==> src/rtl/irq_arb_pkg.sv <==
// Shared types and helpers for the pending-interrupt arbiter.
// Define IRQ_ARB_ROUND_ROBIN_EN for round-robin arbitration; fixed priority otherwise.
package irq_arb_pkg;

    localparam int unsigned N_REQ = 8;
    localparam int unsigned IDX_W = 3;

    typedef enum logic {
        StIdle,
        StGrant
    } arb_state_t;

    function automatic logic [IDX_W-1:0] onehot_to_idx(input logic [N_REQ-1:0] oh);
        logic [IDX_W-1:0] idx;
        idx = '0;
        for (int i = 0; i < N_REQ; i++) begin
            if (oh[i]) begin
                idx = idx | IDX_W'(i);
            end
        end
        return idx;
    endfunction

endpackage

==> src/rtl/rr_pick.sv <==
// Combinational picker: rotate candidates by ptr, take the lowest set bit, rotate back.
module rr_pick
    import irq_arb_pkg::*;
(
    input  logic [N_REQ-1:0] cand_i,
    input  logic [IDX_W-1:0] ptr_i,
    output logic [N_REQ-1:0] pick_onehot_o,
    output logic             pick_vld_o
);

    logic [2*N_REQ-1:0] rot_dbl;
    logic [2*N_REQ-1:0] back_dbl;
    logic [N_REQ-1:0]   rot;
    logic [N_REQ-1:0]   first;

    always_comb begin
        rot_dbl       = {cand_i, cand_i} >> ptr_i;
        rot           = rot_dbl[N_REQ-1:0];
        // Two's-complement trick isolates the lowest set bit.
        first         = rot & (~rot + 1'b1);
        back_dbl      = {first, first} << ptr_i;
        pick_onehot_o = back_dbl[2*N_REQ-1:N_REQ];
        pick_vld_o    = |cand_i;
    end

endmodule

==> src/rtl/irq_pending_arbiter.sv <==
// Edge-captured sticky pending bits arbitrated into a registered one-hot grant (valid/ready).
// IRQ_ARB_ROUND_ROBIN_EN selects round-robin; undefined gives fixed lowest-index priority.
module irq_pending_arbiter
    import irq_arb_pkg::*;
(
    input  logic             clk_i,
    input  logic             rst_i,
    input  logic [N_REQ-1:0] req_i,
    input  logic             ready_i,
    output logic             valid_o,
    output logic [N_REQ-1:0] grant_onehot_o,
    output logic [IDX_W-1:0] grant_idx_o,
    output logic [N_REQ-1:0] pending_o,
    output logic             ovf_o
);

    arb_state_t       state_q, state_d;
    logic [N_REQ-1:0] req_q;
    logic [N_REQ-1:0] pending_q, pending_d;
    logic [N_REQ-1:0] grant_q, grant_d;
    logic [IDX_W-1:0] idx_q, idx_d;
    logic             ovf_q, ovf_d;

    logic [N_REQ-1:0] events, clear, cand, pick_onehot;
    logic [IDX_W-1:0] search_ptr;
    logic             accept, pick_vld;

    assign accept    = (state_q == StGrant) && ready_i;
    assign events    = req_i & ~req_q;
    assign clear     = accept ? grant_q : '0;
    assign cand      = pending_q & ~clear;
    assign pending_d = cand | events;
    assign ovf_d     = |(events & cand);

`ifdef IRQ_ARB_ROUND_ROBIN_EN
    logic [IDX_W-1:0] ptr_q, ptr_d;

    assign ptr_d = accept ? idx_q + IDX_W'(1) : ptr_q;
    // Search from the updated pointer so the next grant rotates past the one just accepted.
    assign search_ptr = ptr_d;

    always_ff @(posedge clk_i or posedge rst_i) begin
        if (rst_i) begin
            ptr_q <= '0;
        end else begin
            ptr_q <= ptr_d;
        end
    end
`else
    assign search_ptr = '0;
`endif

    rr_pick u_rr_pick (
        .cand_i        (cand),
        .ptr_i         (search_ptr),
        .pick_onehot_o (pick_onehot),
        .pick_vld_o    (pick_vld)
    );

    always_comb begin
        state_d = state_q;
        grant_d = grant_q;
        idx_d   = idx_q;
        // A presented grant holds until accepted; idle loads whenever something is pending.
        if (state_q == StIdle || ready_i) begin
            if (pick_vld) begin
                state_d = StGrant;
                grant_d = pick_onehot;
                idx_d   = onehot_to_idx(pick_onehot);
            end else begin
                state_d = StIdle;
                grant_d = '0;
                idx_d   = '0;
            end
        end
    end

    always_ff @(posedge clk_i or posedge rst_i) begin
        if (rst_i) begin
            state_q   <= StIdle;
            req_q     <= '0;
            pending_q <= '0;
            grant_q   <= '0;
            idx_q     <= '0;
            ovf_q     <= 1'b0;
        end else begin
            state_q   <= state_d;
            req_q     <= req_i;
            pending_q <= pending_d;
            grant_q   <= grant_d;
            idx_q     <= idx_d;
            ovf_q     <= ovf_d;
        end
    end

    assign valid_o        = (state_q == StGrant);
    assign grant_onehot_o = grant_q;
    assign grant_idx_o    = idx_q;
    assign pending_o      = pending_q;
    assign ovf_o          = ovf_q;

endmodule

==> config.mk <==
export PLATFORM = sky130hd
export DESIGN_NAME = irq_pending_arbiter
export DESIGN_NICKNAME = d
export VERILOG_FILES = /design/src/rtl/irq_arb_pkg.sv /design/src/rtl/rr_pick.sv /design/src/rtl/irq_pending_arbiter.sv
export SDC_FILE = /design/constraint.sdc
export NUM_CORES = 1
export LEC_CHECK = 0
export ABC_AREA = 1
export CAP_MARGIN = 20
export CORE_MARGIN = 4
export CORE_UTILIZATION = 30
export DETAILED_ROUTE_END_ITERATION = 16
export SLEW_MARGIN = 0
export SYNTH_ARGS = -nofsm -noshare
export SYNTH_HDL_FRONTEND = slang
export SYNTH_SLANG_ARGS = --single-unit
==> constraint.sdc <==
create_clock -name clk_i -period 2 [get_ports clk_i]
set_clock_uncertainty 0.15 [all_clocks]
set_input_delay 0.4 -clock clk_i [delete_from_list [all_inputs] [get_ports clk_i]]
set_output_delay 0.4 -clock clk_i [all_outputs]
set_load 0.005 [all_outputs]
==> impl_metrics.py <==
metrics = {
    "sta": {
        "setup_viol": 0,
        "fin_ws_ns": 0.148,
        "period_share_pct": 92.6,
        "final_hold_viol_count": 0,
        "fin_hold_ws_ns": 0.336,
        "fmaxAchievable_mhz": 540,
        "final_slew_viol_count": 0,
        "timing.max_slew.rel_slack_pct": 75.2,
        "final.min_clock_period_ns": 1.85,
        "worst_slew_pin_slew_ns": 0.372,
        "final.setup.tns_ns": 0,
        "unrepaired_setup_endpoints_after_global_routing": "false",
    },
    "global_routing": {
        "grt_antenna_before_repair": 0,
        "grt_overflow_total": 0,
        "wire_length_of_the_first_global_routing_pass_mm": 4.63,
        "groute.usage.overall_pct": 11.1,
        "first_global_vias": 999,
        "grt_max_degree": 30,
    },
    "worst_hold_path": {
        "holdPathStages": 2,
        "holdPathEnd": "grant_idx_o[1]",
        "min-delay-start": "grant_idx_o[1]",
        "hold_class": "flop to flop",
    },
    "run_status": {
        "outcome": "finished clean",
    },
    "synth": {
        "synthesis.nets": 144,
        "netlist_area_sq_um": 1300,
        "synth.top_cells.by_area": "dfrtp_1 56%, nand2_1 11%, nand2_4 5.2%",
        "share_of_async_settable_or_async_resettable_flops_after_synthesis_pct": 100,
        "avgSynthCellArea_sq_um": 9.80,
        "syn_inst": 133,
        "synthDominantAreaCellType": "dfrtp_1",
        "yosys.area.top_type_share_pct": 55.7,
        "synth_seq_area_share_pct": 55.7,
        "synth.lib_cells_used.distinct": 23,
        "synth_edf_count": 0,
        "synth-main-ff-cell": "dfrtp_1",
        "count_of_yosys_warnings_during_synthesis": 0,
        "synth_most_common_cell": "nand2_1",
        "synth_common_cells": "39 x nand2_1, 29 x dfrtp_1, 13 x inv_1",
        "ys_seq_elements": 29,
    },
    "worst_setup_path": {
        "worstPathRequired_ns": 1.45,
        "slowest_stage_cell_crit_path": "clkdlybuf4s50_1",
        "crit_buf_inv": 1,
        "crit_fanout": 4,
        "reg2regPathDepth": 8,
        "start_kind": "flop",
        "crit_type": "flop to primary output",
        "crit_path_max_incr_delay_ns": 0.56,
        "rrSetupSlack_ns": 0.35,
        "worstPathCellList": "clkdlybuf4s50_1",
        "r2r-end": "grant_idx_o[1]",
        "cp_top_family": "buffers and inverters",
        "worst-endpoint-arrival_ns": 1.30,
        "rr_startpoint": "valid_o",
        "worst_setup_path_end_kind": "primary output",
    },
    "die": {
        "floorplan.die.height_microns": 73.9,
        "start_util_pct": 31.7,
        "fp.dieArea_sq_um": 5460,
        "coreArea_sq_um": 4120,
        "die-width_microns": 73.9,
        "num_rows": 23,
        "top_level_port_count": 32,
    },
    "routing": {
        "drt.antenna.violating_nets": 0,
        "drt_iter0_markers": 37,
        "wl_per_cell_microns": 11.7,
        "number_of_remaining_drc_errors": 0,
        "firstDrtPassIters": 4,
        "route.final.wire_length_mm": 2.66,
        "detail_route.vias_per_cell": 4.51,
        "vias": 1024,
    },
    "power_and_ir_drop": {
        "p_leak_uw": 0.000842,
        "ir_drop_mv": 0.311,
        "internal_power_uw": 1120,
        "combinationalPowerShare_pct": 24.3,
        "seq_power_share_pct": 45.6,
        "switching_power_uw": 426,
        "power.switching_fraction_pct": 27.6,
        "p_per_area_nw_per_um2": 852,
        "clock_power_share_pct": 30.2,
    },
    "clock_network": {
        "htree_levels": 2,
        "insertion_delay_ns": 0.27,
        "numCtsBuffers": 5,
        "post-cts-setup-buffer-count": 0,
        "cts-root-buf": "clkbuf_8",
        "holdBufCountCts": 0,
        "tritoncts": "yes",
        "clock_path_buffers": 2,
        "clock_sink_count": 29,
        "post_cts_resized": 0,
        "clkTransAtPathRegs_ns": 0.06,
    },
    "cells_and_area": {
        "instances_no_fill": 227,
        "final_net_count": 188,
        "nFillCells": 395,
        "ant_cells": 0,
        "flow.area_growth_from_synthesis_pct": 39.3,
        "finish.utilization_pct": 44.1,
        "layout-drive-gt1-share_pct": 19.2,
    },
    "placement": {
        "placed_cells": 220,
        "gpl.final_weighted_congestion": 0.871,
        "dp_hpwl_mm": 2.05,
        "place_ws_ns": 0.0109,
        "buffer_ports.inserted": 31,
    },
    "flow_run": {
        "maxCapViolCount": 0,
    },
}
-- per-layer routing --
| layer | track usage (%) | wire (microns) | part of all wire, % |
|---|---|---|---|
| met1 | 13.8 | 1180 | 44 |
| met2 | 17.8 | 1310 | 49 |
| met3 | 3.69 | 134 | 5.0 |
| met4 | 4.43 | 31 | 1.2 |
| met5 | 0 | 0 | 0 |
-- power by group through the flow --
stage	combinational [uW]	sequential, uW	clock [uW]
CTS	381	707	486
global placement	374	716	0
global route	416	714	515
detailed placement	379	717	0
finish	375	704	466
floorplan	191	715	0
-- cells in the final DEF (no fill, tap or decap) --
cell,n
clkdlybuf4s50_1,31
o21ai_0,2
o21ai_1,5
nand2_2,2
a21oi_1,2
clkbuf_8,6
clkinv_1,1
a31oi_1,1
nand4_1,1
nor2_8,1
nand2_1,39
inv_2,3
inv_1,13
clkbuf_1,1
buf_12,1
nand3_1,6
nand2_4,6
nand3_4,2
o21ai_4,2
nor2_1,7
o22ai_1,4
nor2_2,1
buf_4,8
dfrtp_1,29
nand3_2,2
o31ai_1,1
-- logic make-up after synthesis --
kind of cell / share of synthesized area (%)
compound gates: 8.93
buf+inv: 7.01
flops: 55.7
simple gates: 28.4
-- registers in the layout, indices dropped and copies added (netlist names) --
signal and cells:
grant_idx_o 3, pending_o 8, valid_o 1, ovf_o 1, grant_onehot_o 8, req_q 8
-- stage by stage --
stage | power (uW) | instance area (sq um)
2_1_floorplan | 906 | 1300
3_3_place_gp | 1090 | 1730
3_5_place_dp | 1100 | 1730
4_1_cts | 1570 | 1820
5_1_grt | 1650 | 1820
6_report | 1550 | 1820
-- final cells by class --
type | count | area (sq um) | area share, %
Timing Repair Buffer | 40 | 390 | 21.5
Sequential cell | 29 | 726 | 40.0
Multi-Input combinational cell | 84 | 487 | 26.8
Inverter | 17 | 63.8 | 3.51
Tap cell | 50 | 62.6 | 3.45
Clock buffer | 7 | 86.3 | 4.76
-- how the worst max path moves through the flow --
stage	start	endpoint	slack [ns]	cells past startpoint
2_1_floorplan	ready_i	grant_idx_o[1]	0.61	8
3_3_place_gp	ready_i	grant_idx_o[1]	0.002	9
3_5_place_dp	ready_i	grant_idx_o[1]	0.01	9
4_1_cts	valid_o	valid_o	0.11	1
5_1_grt	valid_o	valid_o	0.08	1
6_report	valid_o	valid_o	0.15	1
Note: power is estimated with default switching activity, not from simulation.
==> RTL edit 1: new RTL, same settings <==
Register the output `ovf_o` once more; this adds one clock of latency there. The other outputs are not delayed to match.
--- a/src/rtl/irq_pending_arbiter.sv
+++ b/src/rtl/irq_pending_arbiter.sv
@@ -99,3 +99,5 @@
     assign pending_o      = pending_q;
-    assign ovf_o          = ovf_q;
+    always_ff @(posedge clk_i) begin
+        ovf_o <= ovf_q;
+    end
 
Function: changed (Yosys sat finds a counterexample within 4 cycles, from zero or initial values and one cycle with rst_i high).
==> RTL edit 1 against the original RTL <==
Routed wire length is 5.5% higher. Utilization is 0.72 points higher. Worst setup slack better by 0.063 ns. Non-clock buffer count stayed put. Critical endpoint is now grant_onehot_o[1]. Design area is 2.3% higher. Sequential cell count is 1 higher. Area after synthesis is 1.5% higher. Register-to-register slack better by 0.11 ns. Global-route usage is 0.78 points higher. Total power is 9.9% higher. Sequential power is 4.1% higher.
==> RTL edit 1: results (changes against the original RTL) <==
Critical path
  • Critical Path End: grant_onehot_o[1] (was valid_o)
  • CP startpoint: grant_onehot_o[1]$_DFFE_PP0P_ (was valid_o$_DFFE_PP0P_)
  • Worst Path Max Fanout: 3 (was 4)
  • Worst r2r src: valid_o$_DFFE_PP0P_ (unchanged)
  • Reg2reg setup slack: 0.46 ns (was 0.35 ns)
  • Arrival time at the worst endpoint: 1.24 ns (was 1.30 ns)
  • Crit path largest cell delay: 0.53 ns (was 0.56 ns)

Synthesis
  • Syn Inst Count: 134 (was 133)
  • Sequential area share after synthesis: 0.563 (was 0.557)
  • Synth Net Count: 145 (was 144)
  • Synth warnings: 0 (unchanged)
  • Async S/R FF share, synth: 0.967 (was 1.00)
  • Synth cell types: 24 (was 23)
  • Synth top area cells: dfrtp_1 55%, nand2_1 11%, nand2_4 5.1% (was dfrtp_1 56%, nand2_1 11%, nand2_4 5.2%)

Finish
  • Fillers: 405 (was 395)
  • Fin nets: 189 (was 188)
  • Non-filler cells, final: 229 (was 227)
  • Layout cell share with drive strength beyond 1: 0.201 (was 0.192)

Place
  • GPL Wtd Cong: 0.855 (was 0.871)
  • Placed Cells: 221 (was 220)
  • Placed cell area: 0.00175 mm^2 (was 0.00173 mm^2)
  • Post-Place Worst Slack: 0.00779 ns (was 0.0109 ns)
  • Dpl hpwl: 2.15 mm (was 2.05 mm)

Power
  • Switching Share: 0.269 (was 0.276)
  • Peak supply drop: 0.000516 V (was 0.000311 V)
  • P_leak: 0.863 nW (was 0.842 nW)

Timing
  • Fmax: 0.559 GHz (was 0.540 GHz)
  • Hold WS: 0.194 ns (was 0.336 ns)
  • Worst-Margin Slew: 0.366 ns (was 0.372 ns)

Global route
  • Initial antenna violation count: 0 (unchanged)
  • Vias in the first global route: 1093 (was 999)
  • Wire length of the first global-routing pass: 4.86 mm (was 4.63 mm)

Status
  • Status: finished, final reports clean (unchanged)

Drt
  • Total Routed Length: 2.81 mm (was 2.66 mm)
  • Initial DRT Pass Iterations: 3 (was 4)
  • Initial DRC Count: 50 (was 37)
  • DR vias: 1000 (was 1024)

CTS
  • Root Buffer: clkbuf_8 (unchanged)
-- RTL edit 1: cell count changes after synthesis, sizes merged --
| cell | delta |
|---|---|
| dfxtp | +1 |
-- RTL edit 1: area by class of cell --
class	count	area, um^2	share of cell area
clock buffer	5	68.8	0.0370
clock inverter	3	40.0	0.0215
inverter	17	63.8	0.0343
multi-input combinational	84	487	0.262
sequential	30	746	0.401
tap	50	62.6	0.0337
timing repair buffer	40	390	0.210
-- RTL edit 1: worst min-delay path by stage --
stage	end
finish	ovf_o$_DFF_P_
global route	ovf_o$_DFF_P_
CTS	ovf_o$_DFF_P_
detailed placement	ovf_o$_DFF_P_
global placement	ovf_o$_DFF_P_
floorplan	ovf_o$_DFF_P_
-- RTL edit 1: worst register-to-register path, cell delays in order (launching register included) --
cell and delay, ns:
dfrtp_1 0.38, buf_4 0.22, nand2_4 0.09, o21ai_4 0.16, nand2_2 0.10, nor2_1 0.15, a21oi_1 0.08, nand2_1 0.06
nand2_1 0.05
-- RTL edit 1: power by group through the flow --
stage                     Clock [W]  Sequential [W]  Combinational, W
after floorplan                   0        0.000739          0.000191
after global placement            0        0.000741          0.000382
after detailed placement          0        0.000745          0.000387
after CTS                  0.000603        0.000735          0.000390
after global routing       0.000637        0.000742          0.000420
final                      0.000585        0.000733          0.000381
-- RTL edit 1: cells by family after synthesis --
family	share of synthesized area
DFF	0.563
and+or+nand+nor	0.280
AOI/OAI and AO/OA	0.0879
buffers and inverters	0.0690
-- RTL edit 1: routing by layer --
| metal | GRT usage | vias up | share of wire |
|---|---|---|---|
| met4 | 0.0593 | 0 | 0.021 |
| met3 | 0.0378 | 5 | 0.048 |
| li1 | - | 514 | - |
| met2 | 0.184 | 23 | 0.46 |
| met1 | 0.150 | 458 | 0.47 |
| met5 | 0 | - | 0 |
==> RTL edit 2: new RTL, config.mk and constraints unchanged <==
Without the edit above. Change the package constant `IDX_W` from 3 to 2.
--- a/src/rtl/irq_arb_pkg.sv
+++ b/src/rtl/irq_arb_pkg.sv
@@ -5,3 +5,3 @@
     localparam int unsigned N_REQ = 8;
-    localparam int unsigned IDX_W = 3;
+    localparam int unsigned IDX_W = 2;
 
Ports: changed (resized grant_idx_o); port bits go from 32 to 31. No check against the original RTL was run, so the function may have changed too.
==> RTL edit 2 against the original RTL <==
Area after synthesis fell by 10%. First-iteration DRC count rose by 140%. Routed wire length rose by 0.41%. Clock power fell by 25%. Sequential cell count fell by 1. Worst setup slack got worse by 0.026 ns. Design area fell by 6.8%. Sequential share of layout area rose by 1.4 points. Maximum frequency fell by 1.4%. Critical path depth did not move. Cell count rose by 0.88%. Total power fell by 8.4%. Largest cell class unchanged.
==> RTL edit 2: results (changes against the original RTL) <==
Power
  • Peak supply drop: 0.000430 V (was 0.000311 V)
  • Pint: 0.00103 W (was 0.00112 W)
  • Comb group: 0.000397 W (was 0.000375 W)
  • P_leak: 0.794 nW (was 0.842 nW)
  • Clk pwr: 0.000349 W (was 0.000466 W)
  • Seq. pwr: 0.000670 W (was 0.000704 W)

Global route
  • Vias in the first global route: 1093 (was 999)
  • Largest net degree at the start of global routing: 29 (was 30)
  • Initial antenna violation count: 0 (unchanged)
  • Tot GR Track Use: 0.125 (was 0.111)
  • Wire length of the first global-routing pass: 4.94 mm (was 4.63 mm)

Timing
  • Rel. slew slack: 0.768 (was 0.752)
  • Hold WS: 0.338 ns (was 0.336 ns)

Critical path
  • Reg2reg setup slack: 0.38 ns (was 0.35 ns)
  • Worst Path Max Fanout: 8 (was 4)
  • WS Path Type: register to output pin (unchanged)
  • Arrival time at the worst endpoint: 1.33 ns (was 1.30 ns)
  • Crit path largest cell delay: 0.55 ns
  • R2R depth: 8 (unchanged)
  • Critical Path Slowest Stage Cell: clkdlybuf4s50_1 (unchanged)
  • R2r endpoint: grant_onehot_o[7]$_DFFE_PP0P_ (was grant_idx_o[1]$_DFFE_PP0P_)
  • Worst r2r src: valid_o$_DFFE_PP0P_ (unchanged)
  • Critical Path End: valid_o (unchanged)
  • Family with the most delay on the worst path: buffers and inverters (unchanged)

Place
  • Dpl hpwl: 2.10 mm (was 2.05 mm)
  • GPL Wtd Cong: 0.978 (was 0.871)
  • Port Buffers: 30 (was 31)

CTS
  • CTS clk-pin slew, worst paths: 0.09 ns (was 0.06 ns)
  • H-tree levels: 1 (was 2)
  • Setup bufs post-CTS: 0 (unchanged)
  • Clock buffer count from CTS: 3 (was 5)
  • Latest clock arrival within the worst-skew pair: 0.28 ns
  • Clock Tree Buf Depth: 2 (unchanged)
  • Root Buffer: clkbuf_8 (unchanged)

Synthesis
  • Synth top area cells: dfrtp_1 60%, nand2_1 14%, inv_1 5.4% (was dfrtp_1 56%, nand2_1 11%, nand2_4 5.2%)
  • Synth warnings: 0 (unchanged)
  • Post-synth top cells: 45 x nand2_1, 28 x dfrtp_1, 17 x inv_1 (was 39 x nand2_1, 29 x dfrtp_1, 13 x inv_1)
  • Sequential area share after synthesis: 0.597 (was 0.557)
  • Async S/R FF share, synth: 1.00 (unchanged)
  • Synth Net Count: 145 (was 144)
  • Synth cell types: 15 (was 23)
  • Predominant post-synthesis flop cell: dfrtp_1 (unchanged)

Min path
  • Hold Crit Class: input port to async pin (was register to register)

Finish
  • N_diodes: 0 (unchanged)
  • Fillers: 359 (was 395)
  • Layout cell share with drive strength beyond 1: 0.144 (was 0.192)
  • Fin nets: 193 (was 188)

Status
  • Status: finished, final reports clean (unchanged)

Drt
  • Initial DRC Count: 87 (was 37)
  • Total Routed Length: 2.67 mm (was 2.66 mm)
  • Initial DRT Pass Iterations: 4 (unchanged)
  • DR vias: 1014 (was 1024)
[RTL edit 2: cell count changes in the layout (fill, tap and decap cells not counted), sizes merged, moves of 2 or more]
| cell | delta |
|---|---|
| buf | +5 |
| nor2 | +4 |
| clkbuf | -3 |
| nand2 | +3 |
| clkdlybuf4s50 | -2 |
[RTL edit 2: worst reg2reg max path: cells and delay by family (launching register included)]
| kind | cells | cell delay, ns |
|---|---|---|
| flip-flops | 1 | 0.50 |
| AO/OA/AOI/OAI | 2 | 0.29 |
| AND/OR/NAND/NOR | 6 | 0.61 |
[RTL edit 2: kinds of logic (layout without fill, tap and decap cells)]
logic type | after synthesis | after routing | share of synthesized area
AO/OA/AOI/OAI | 14 | 14 | 0.0789
flip-flops | 28 | 28 | 0.597
AND/OR/NAND/NOR | 74 | 74 | 0.265
buffers and inverters | 18 | 65 | 0.0586
[RTL edit 2: layer usage]
layer / part of all wire / up-vias / wire length [um] / global-route usage
met1: 0.46 / 467 / 1220 / 0.155
met4: 0.019 / 0 / 51 / 0.0564
li1: - / 515 / - / -
met3: 0.054 / 5 / 144 / 0.0369
met5: 0 / - / 0 / 0
met2: 0.47 / 27 / 1260 / 0.200
[RTL edit 2: timing repair]
action | CTS | global route
setup endpoints to repair | 0 | 2
resized for setup | 0 | 1
endpoints found under the hold margin | 0 | 0
[RTL edit 2: metrics by stage]
stage / worst slack [ns] / std cells / area [um^2]
floorplan: 0.589 / 134 / 1170
global placement: -0.0954 / 225 / 1630
detailed placement: -0.106 / 225 / 1630
CTS: 0.110 / 229 / 1690
global route: 0.0579 / 229 / 1690
finish: 0.122 / 229 / 1690
[RTL edit 2: final cells by class]
cell class              count  share of cell area
clock buffers               4              0.0325
multi-input cells          88               0.239
flip-flops and latches     28               0.414
repair buffers             44               0.241
well taps                  48              0.0355
inverters                  17              0.0377
